### src/rtl/vector_list_player.sv
// Display-list player for the vector control block.
// Each list word is read from synchronous RAM and decoded. JUMP and DRAW
// words become a single-cycle strobe with x/y. HALT ends a pass, and NOP is
// skipped. The list plays once per start, or repeats while loop is high.
//
// state  | meaning
// -------+-------------------------------------------------------------
// IDLE   | waiting for start; no RAM traffic, no strobes
// FETCH  | mem_rd high for one cycle at mem_addr
// LATCH  | RAM word valid; capture and decode it
// ISSUE  | JUMP/DRAW pending; strobe in the first cycle ready is high
// SETTLE | one dead cycle after a strobe while the control block drops ready
module vector_list_player #(
    parameter int ADDR_WIDTH = 10,
    parameter int LIST_BASE  = 0
) (
    input  logic                  clk,
    input  logic                  reset_n,
    input  logic                  start,
    input  logic                  stop,
    input  logic                  loop,
    output logic [ADDR_WIDTH-1:0] mem_addr,
    output logic                  mem_rd,
    input  logic [25:0]           mem_data,
    output logic [11:0]           x,
    output logic [11:0]           y,
    output logic                  jump,
    output logic                  draw,
    input  logic                  ready,
    output logic                  busy,
    output logic                  done,
    output logic                  overrun
);

    localparam logic [2:0] ST_IDLE   = 3'd0;
    localparam logic [2:0] ST_FETCH  = 3'd1;
    localparam logic [2:0] ST_LATCH  = 3'd2;
    localparam logic [2:0] ST_ISSUE  = 3'd3;
    localparam logic [2:0] ST_SETTLE = 3'd4;

    localparam logic [1:0] OP_HALT = 2'b10;
    localparam logic [1:0] OP_NOP  = 2'b11;

    localparam logic [ADDR_WIDTH-1:0] BASE = ADDR_WIDTH'(LIST_BASE);

    logic [2:0]            state_q, state_d;
    logic [ADDR_WIDTH-1:0] addr_q, addr_d;
    // {draw_not_jump, x[11:0], y[11:0]}. Opcode bit 25 is only needed at decode time.
    logic [24:0]           cmd_q, cmd_d;
    logic [11:0]           x_q, x_d;
    logic [11:0]           y_q, y_d;
    logic                  done_q, done_d;
    logic                  ovr_q, ovr_d;
    logic                  fire;

    logic [ADDR_WIDTH-1:0] addr_inc;
    logic                  wrap;

    // Next list address. Coming back around to the base means no HALT was found.
    assign addr_inc = addr_q + ADDR_WIDTH'(1);
    assign wrap     = (addr_inc == BASE);

    // Sequencing: decode, issue handshake, pass-end and abort handling.
    always_comb begin
        state_d = state_q;
        addr_d  = addr_q;
        cmd_d   = cmd_q;
        x_d     = x_q;
        y_d     = y_q;
        done_d  = 1'b0;
        ovr_d   = ovr_q;
        fire    = 1'b0;
        case (state_q)
            ST_IDLE: begin
                // A simultaneous stop suppresses the start.
                if (start && !stop) begin
                    state_d = ST_FETCH;
                    addr_d  = BASE;
                    ovr_d   = 1'b0;
                end
            end
            ST_FETCH: begin
                state_d = ST_LATCH;
            end
            ST_LATCH: begin
                cmd_d = mem_data[24:0];
                if (stop) begin
                    done_d  = 1'b1;
                    addr_d  = BASE;
                    state_d = ST_IDLE;
                end else if (mem_data[25:24] == OP_HALT) begin
                    done_d  = 1'b1;
                    addr_d  = BASE;
                    state_d = (loop && !ovr_q) ? ST_FETCH : ST_IDLE;
                end else if (mem_data[25:24] == OP_NOP) begin
                    if (wrap) begin
                        ovr_d   = 1'b1;
                        done_d  = 1'b1;
                        addr_d  = BASE;
                        state_d = ST_IDLE;
                    end else begin
                        addr_d  = addr_inc;
                        state_d = ST_FETCH;
                    end
                end else begin
                    state_d = ST_ISSUE;
                end
            end
            ST_ISSUE: begin
                if (stop) begin
                    done_d  = 1'b1;
                    addr_d  = BASE;
                    state_d = ST_IDLE;
                end else if (ready) begin
                    fire = 1'b1;
                    x_d  = cmd_q[23:12];
                    y_d  = cmd_q[11:0];
                    if (wrap) begin
                        // The command still goes out. The pass ends with
                        // overrun, and loop mode does not restart it.
                        ovr_d   = 1'b1;
                        done_d  = 1'b1;
                        addr_d  = BASE;
                        state_d = ST_IDLE;
                    end else begin
                        addr_d  = addr_inc;
                        state_d = ST_SETTLE;
                    end
                end
            end
            ST_SETTLE: begin
                state_d = ST_FETCH;
            end
            default: begin
                state_d = ST_IDLE;
            end
        endcase
    end

    // State and output registers with asynchronous active-low reset.
    always_ff @(posedge clk or negedge reset_n) begin
        if (!reset_n) begin
            state_q <= ST_IDLE;
            addr_q  <= BASE;
            cmd_q   <= '0;
            x_q     <= '0;
            y_q     <= '0;
            done_q  <= 1'b0;
            ovr_q   <= 1'b0;
        end else begin
            state_q <= state_d;
            addr_q  <= addr_d;
            cmd_q   <= cmd_d;
            x_q     <= x_d;
            y_q     <= y_d;
            done_q  <= done_d;
            ovr_q   <= ovr_d;
        end
    end

    // The strobe must coincide with the ready cycle, so it is combinational.
    // x/y show the new coordinates in that same cycle and then hold.
    assign jump     = fire & ~cmd_q[24];
    assign draw     = fire &  cmd_q[24];
    assign x        = fire ? cmd_q[23:12] : x_q;
    assign y        = fire ? cmd_q[11:0]  : y_q;
    assign mem_addr = addr_q;
    assign mem_rd   = (state_q == ST_FETCH);
    assign busy     = (state_q != ST_IDLE);
    assign done     = done_q;
    assign overrun  = ovr_q;

endmodule
### config.mk
export PLATFORM = sky130hd
export DESIGN_NAME = vector_list_player
export DESIGN_NICKNAME = d
export VERILOG_FILES = /design/src/rtl/vector_list_player.sv
export SDC_FILE = /design/constraint.sdc
export NUM_CORES = 1
export LEC_CHECK = 0
export CAP_MARGIN = 0
export CELL_PAD_IN_SITES_DETAIL_PLACEMENT = 0
export CELL_PAD_IN_SITES_GLOBAL_PLACEMENT = 1
export CORE_UTILIZATION = 30
export CTS_CLUSTER_DIAMETER = 50
export DETAILED_ROUTE_END_ITERATION = 12
export PLACE_DENSITY_LB_ADDON = 0.1
export SLEW_MARGIN = 5
export SYNTH_ARGS = -nofsm -noshare
export SYNTH_HDL_FRONTEND = slang
export SYNTH_SLANG_ARGS = --single-unit
export TNS_END_PERCENT = 100
### constraint.sdc
create_clock -name clk -period 2.4 [get_ports clk]
set_clock_uncertainty 0.15 [all_clocks]
set_input_delay 0.24 -clock clk [delete_from_list [all_inputs] [get_ports clk]]
set_output_delay 0.24 -clock clk [all_outputs]
set_load 0.1 [all_outputs]
==> metrics.md, run 1 <==
| Metric | Value |
|---|---|
| Outcome | finished, violations left |
| Failing checks | negative setup slack |
| Critical path's largest stage delay | 0.40 ns |
| Worst setup SP type | flip-flop |
| Final non-filler cell total | 421 |
| Die width | 98.3 um |
| Post-synth EDFFs | 0 |
| CTS Buffer Depth | 2 |
| Crit path cell chain | or3b_4, nor2_4, buf_6, buf_12, mux2_4, buf_12 |
| Iteration count of the initial detailed-routing pass | 6 |
| Placement Cell Area | 3990 um^2 |
| Chip height | 98.3 um |
| Tcrit/Tclk final | 1.02 |
| PD cells | 1480 nW/um^2 |
| Setup TNS | -0.725 ns |
| DRC Markers | 0 |
| Register area share after synthesis | 0.575 |
| Sink Count | 64 |
| Clk Latency, worst-skew pair | 0.32 ns |
| Synth warn | 0 |
| CP arrival | 2.06 ns |
| Placed Instances | 401 |
| I/O pins | 72 |
| Asr flop ratio synth | 1.00 |
| # fillers | approximately 800 |
| IO Port Bufs | 71 |
| Root Buffer | clkbuf_8 |
| Grt met3 use | 0.0544 |
| Syn_nets | 247 |
| Worst Tran Pin Value | between 0.6 and 0.7 ns |
| Largest net degree at the start of global routing | 65 |
| Final Net Count | 343 |
| Max-slew headroom | 0.581 |
| Pre-CTS setup slack | -0.114 ns |
| Library cells used by synthesis | 43 |
| GP Congestion | 0.798 |
| Most frequent cells in the layout | dfrtp_1 (56), clkdlybuf4s50_1 (30), buf_12 (30), mux2_2 (26), buf_4 (26) |
| Global-route wire length before repair | 10700 um |
| Data required time of the critical path | 2.01 ns |
| Drt via density | 4.83 |
| Routed WL | 6560 um |
| DRT iter0 DRCs | 43 |
| Total Power | 6.47 mW |
| Max Fclk | just over 0.4 GHz |
| Total gr overflow | 0 |
| Average cell area after synthesis | 13.0 um^2 |
| Gate Count Post-Synth | 214 |
| N_diodes | 0 |
| GR Util met1 | 0.194 |
| Crit path capture type | output pin |
| Most common cell after layout, fill and taps aside | dfrtp_1 |
| TritonCTS Buffers | 9 |
| Worst path buffer plus inverter count | 3 |
| Met2 Use GR | 0.211 |
| Routed len/inst | ~16 um |
| Share of cells above drive strength 1 | 0.460 |
| CP max stage cell | or3b_4 |
| Initial antenna violation count | 0 |
| Leak | 1.89 nW |
| Max VDD drop | between 800 and 900 uV |
| Setup ws final | -0.0457 ns |
| DP HPWL | 4240 um |
| Via count | between 2000 and 2500 |
| Final hold violations | 0 |
| Max Cap Viol | 0 |
| Min-delay worst type | in -> async |
| Critical path type | reg -> out |
| Final Cell Area | 4390 um^2 |
| Area Overhead vs Synth | 57.6% |
| Min Tclk post-route | 2.45 ns |
| Initial Utilization | 0.315 |
| Final setup viols | 24 |
| CP max FO | 9 |
| Vias in the first global route | 2103 |
| Flop and latch count out of synthesis | 64 |
| Post-Syn Area | 2780 um^2 |
| CP dominant cell by count | buf_12 |
| Top_reg_cell synth | dfrtp_1 |
| Row cnt | 34 |
| CTS tree | built |
| Final slew viol count | 0 |
| GRT Util Overall | 0.143 |
| CORE AREA | 8850 um^2 |
| Antenna viol nets, final | 0 |
| CTS clk-pin slew, worst paths | about 0.070 ns |
| RSZ-0062 raised after global routing | yes |
| Delay-heaviest family, CP | simple AND/OR/NAND/NOR gates |
| Busiest grt layer | met2 |
| Die area | 9670 um^2 |
| H-Tree Depth | 3 |
## routing by layer
layer  vias to the layer above  wire length, um
met5                         -                0
met3                         4              388
li1                        964                -
met2                        50             2960
met4                         0               51
met1                      1016             3160
## worst paths after layout
check / from / to / slack [ns] / depth (start not counted)
setup / recovery: state_q[2] / y[8] / -0.05 / 6
hold / removal: reset_n / cmd_q[10] / 0.29 / 3
setup reg to reg: mem_addr[0] / done / 0.15 / 6
hold reg to reg: cmd_q[18] / cmd_q[18] / 0.36 / 1
max in group asynchronous: reset_n / mem_addr[0] / 1.49 / 3
min in group clk: cmd_q[18] / cmd_q[18] / 0.36 / 1
## cell usage after synthesis, types with 2 or more instances
library cell   n  area share
buf_2          6       0.011
nor3_1         3      0.0054
or2_2          2      0.0045
nor2b_1        3      0.0067
a21oi_1        4      0.0072
o31ai_1        4       0.011
nand3_1        3      0.0054
nand4_1        2      0.0045
nand2b_1       4      0.0090
inv_1          3      0.0040
nand2_1       12       0.016
mux2_2        50        0.20
o21ai_0       11       0.020
dfrtp_1       64        0.58
o41ai_1        3      0.0094
nor2_1        13       0.018
## repair_timing
| item | 4_1_cts | 5_1_grt |
|---|---|---|
| hold endpoints to repair | 64 | 0 |
| cloned | 1 | 0 |
| hold buffers | 1 | 0 |
| endpoints found under the setup margin | 24 | 25 |
| pin swaps | 1 | 1 |
| resized for setup | 20 | 11 |
| setup buffers | 2 | 2 |
## metrics by stage
| stage | util | hold WS [ns] |
|---|---|---|
| after global placement | 0.451 | 0.139 |
| after CTS | 0.489 | 0.306 |
| after detailed placement | 0.451 | 0.138 |
| after floorplan | - | -0.206 |
| final | 0.496 | 0.288 |
| after global routing | 0.496 | 0.325 |
## worst register-to-register path: stages, from the launching register on
cell and delay [ns]:
dfrtp_4 0.45, ha_1 0.22, nand2_1 0.10, or3_4 0.39
a211oi_2 0.25, o311ai_2 0.25, a221oi_2 0.35
## cell type report
| type | instances | area, um^2 | area share |
|---|---|---|---|
| flip-flops and latches | 64 | 1620 | 0.369 |
| multi-input cells | 140 | 1240 | 0.282 |
| repair buffers | 92 | 1180 | 0.268 |
| clock buffers | 11 | 141 | 0.0322 |
| well taps | 108 | 135 | 0.0308 |
| clock inverters | 3 | 67.6 | 0.0154 |
| inverters | 3 | 11.3 | 0.00257 |
## where the power goes
part	leakage (nW)	total, mW	internal, mW	switching [mW]
Combinational	0.994	3.77	1.48	2.29
Sequential	0.799	1.70	1.51	0.190
Clock	0.101	1.00	0.603	0.400
Total	1.89	6.47	3.59	2.88
## registers in the layout, summed over array words and instances, names as in the netlist
name and count:
cmd_q 25, overrun 1, y_q 12, state_q 3, x_q 12, mem_addr 10
done 1
## cell families (layout without fill, tap and decap cells)
logic type | after synthesis | after routing | share of synthesized area
mux | 51 | 51 | 0.206
buf+inv | 10 | 109 | 0.0189
xor+xnor | 2 | 2 | 0.00629
simple gates | 52 | 52 | 0.0993
flops | 64 | 64 | 0.575
fa+ha+maj | 1 | 1 | 0.00449
compound gates | 34 | 34 | 0.0899
(Power assumes the default switching activity.)
==> run 2: changes to the inputs <==
--- a/config.mk
+++ b/config.mk
@@ -8,7 +8,8 @@
 export CAP_MARGIN = 0
 export CELL_PAD_IN_SITES_DETAIL_PLACEMENT = 0
 export CELL_PAD_IN_SITES_GLOBAL_PLACEMENT = 1
-export CORE_UTILIZATION = 30
+export CORE_ASPECT_RATIO = 1.5
+export CORE_UTILIZATION = 41
 export CTS_CLUSTER_DIAMETER = 50
 export DETAILED_ROUTE_END_ITERATION = 12
 export PLACE_DENSITY_LB_ADDON = 0.1
==> constraint.sdc (replaced) <==
create_clock -name clk -period 3.01 [get_ports clk]
set_clock_uncertainty 0.15 [all_clocks]
set_input_delay 0.301 -clock clk [delete_from_list [all_inputs] [get_ports clk]]
set_output_delay 0.301 -clock clk [all_outputs]
set_load 0.1 [all_outputs]
==> run 2 against run 1 <==
Against the previous run: the run now ends clean; cell count down 11%; sequential cell count did not move; cell area fell by 8.3%; register-to-register slack better by 0.51 ns; non-clock buffer count shrank 15; combinational power fell by 25%; via count shrank 1.6%; worst setup slack improved by 0.29 ns; clock power is 35% lower; first-iteration DRC count rose by 100%; utilization up 12 points; sequential power down 20%; largest cell class unchanged; largest power group unchanged.
==> metrics.md, run 2 (synthesis results as in run 1) <==
| Metric | Value |
|---|---|
| Outcome | finished clean |
| Max Fclk | 0.361 GHz |
| Initial antenna violation count | 0 |
| TritonCTS Buffers | 9 |
| Iteration count of the initial detailed-routing pass | 5 |
| Biggest regs | cmd_q: 25 flops, x_q: 12 flops, y_q: 12 flops |
| Antenna viol nets, final | 0 |
| CORE AREA | 6530 um^2 |
| DRC Markers | 0 |
| Critical path type | in -> out |
| Data required time of the critical path | 2.56 ns |
| Final hold violations | 0 |
| Total gr overflow | 0 |
| CTS clk-pin slew, worst paths | 0.06 ns |
| Drt via density | 5.34 |
| Global-route wire length before repair | 9870 um |
| Max-slew headroom | 0.446 |
| Via count | 2002 |
| Most flop-heavy register | cmd_q |
| Chip height | 103 um |
| WHS | 0.352 ns |
| DP HPWL | roughly 4000 um |
| Final slew viol count | 0 |
| CP arrival | 2.32 ns |
| Leak | 1.75 nW |
| Final Net Count | roughly 330 |
| CP max FO | 26 |
| Final non-filler cell total | roughly 380 |
| Worst setup SP type | input port |
| Area Overhead vs Synth | 44.4% |
| Sink Count | 64 |
| Setup bufs post-CTS | 0 |
| Worst Tran Pin Value | around 0.83 ns |
| Post-CTS Hold Buffers | 1 |
| CTS Buffer Depth | 2 |
| Min Tclk post-route | about 2.8 ns |
| Most common cell after layout, fill and taps aside | dfrtp_1 |
| Placed Instances | 359 |
| Vias in the first global route | 2114 |
| Setup TNS | 0 ns |
| PD cells | around 1200 nW/um^2 |
| Largest net degree at the start of global routing | 37 |
| DRT iter0 DRCs | between 80 and 90 |
| Routed len/inst | 15.7 um |
| Share of cells above drive strength 1 | 0.405 |
| GRT Util Overall | 0.183 |
| GP Congestion | 0.768 |
| Initial Utilization | 0.426 |
| Die width | 69.3 um |
| N_diodes | 0 |
| Crit path capture type | output pin |
| Min-delay worst type | reg -> reg |
| Die area | just over 7000 um^2 |
| # resized after CTS | 0 |
| Most frequent cells in the layout | dfrtp_1 (64), mux2_2 (50), clkdlybuf4s50_1 (30), buf_12 (28), buf_4 (17) |
| Final Core Density | 0.616 |
| H-Tree Depth | 3 |
| Clk Latency, worst-skew pair | between 0.3 and 0.4 ns |
| Total Power | between 4 and 5 mW |
| Max reg flops | 25 |
| Max VDD drop | 1040 uV |
| Row cnt | 36 |
| I/O pins | between 70 and 80 |
| RSZ-0062 raised after global routing | no |
| CTS tree | built |
| Final setup viols | 0 |
| Root Buffer | clkbuf_8 |
| Tcrit/Tclk final | 0.919 |
| # fillers | 540 |
| Routed WL | 5890 um |
| IO Port Bufs | 71 |
| Max Cap Viol | 0 |
## run 2: cell count changes in the layout (fill, tap and decap cells not counted), moves of 2 or more
| cell | previous run | this run |
|---|---|---|
| buf_12 | 30 | 28 |
| dfrtp_1 | 56 | 64 |
| clkinv_2 | 0 | 2 |
| buf_6 | 2 | 0 |
| mux2_4 | 24 | 0 |
| mux2_2 | 26 | 50 |
| bufinv_16 | 2 | 0 |
| dfrtp_2 | 6 | 0 |
| dfrtp_4 | 2 | 0 |
| buf_4 | 26 | 17 |
## run 2: power by group
group	switching [mW]	total [mW]	internal [mW]	leakage, nW
registers	0.157	1.36	1.20	0.813
clock network	0.319	0.655	0.337	0.0882
logic	1.78	2.83	1.05	0.847
## run 2: final timing paths
kind / depth (start not counted) / slack [ns] / end / startpoint
max in group asynchronous: 3 / 1.53 / done / reset_n
min in group asynchronous: 2 / 0.44 / mem_addr[8] / reset_n
hold / removal: 1 / 0.35 / cmd_q[11] / cmd_q[11]
setup reg to reg: 6 / 0.66 / done / mem_addr[0]
hold reg to reg: 1 / 0.35 / cmd_q[11] / cmd_q[11]
setup / recovery: 6 / 0.24 / x[8] / stop
## run 2: critical path: stages
cell and delay, ns:
clkdlybuf4s50_1 0.50, or3b_2 0.58, nor2_4 0.16, buf_12 0.20, mux2_2 0.39, buf_12 0.18
## run 2: final cells by class
type | instances | area (um^2) | share of cell area
sequential | 64 | 1600 | 0.398
multi-input combinational | 140 | 1140 | 0.283
timing repair buffer | 77 | 1000 | 0.250
clock buffer | 12 | 155 | 0.0386
tap | 76 | 95.1 | 0.0236
clock inverter | 3 | 17.5 | 0.00436
inverter | 3 | 11.3 | 0.00280
## run 2: layer usage
metal  share of wire  GRT usage
met1            0.42      0.200
met4           0.021      0.113
met5               0          0
met3           0.059     0.0547
met2            0.50      0.314
## run 2: metrics by stage
stage          worst slack [ns]  cell area (um^2)
2_1_floorplan             0.176              2790
3_3_place_gp              0.250              3840
3_5_place_dp              0.245              3840
4_1_cts                   0.237              4020
5_1_grt                   0.152              4020
6_report                  0.243              4020
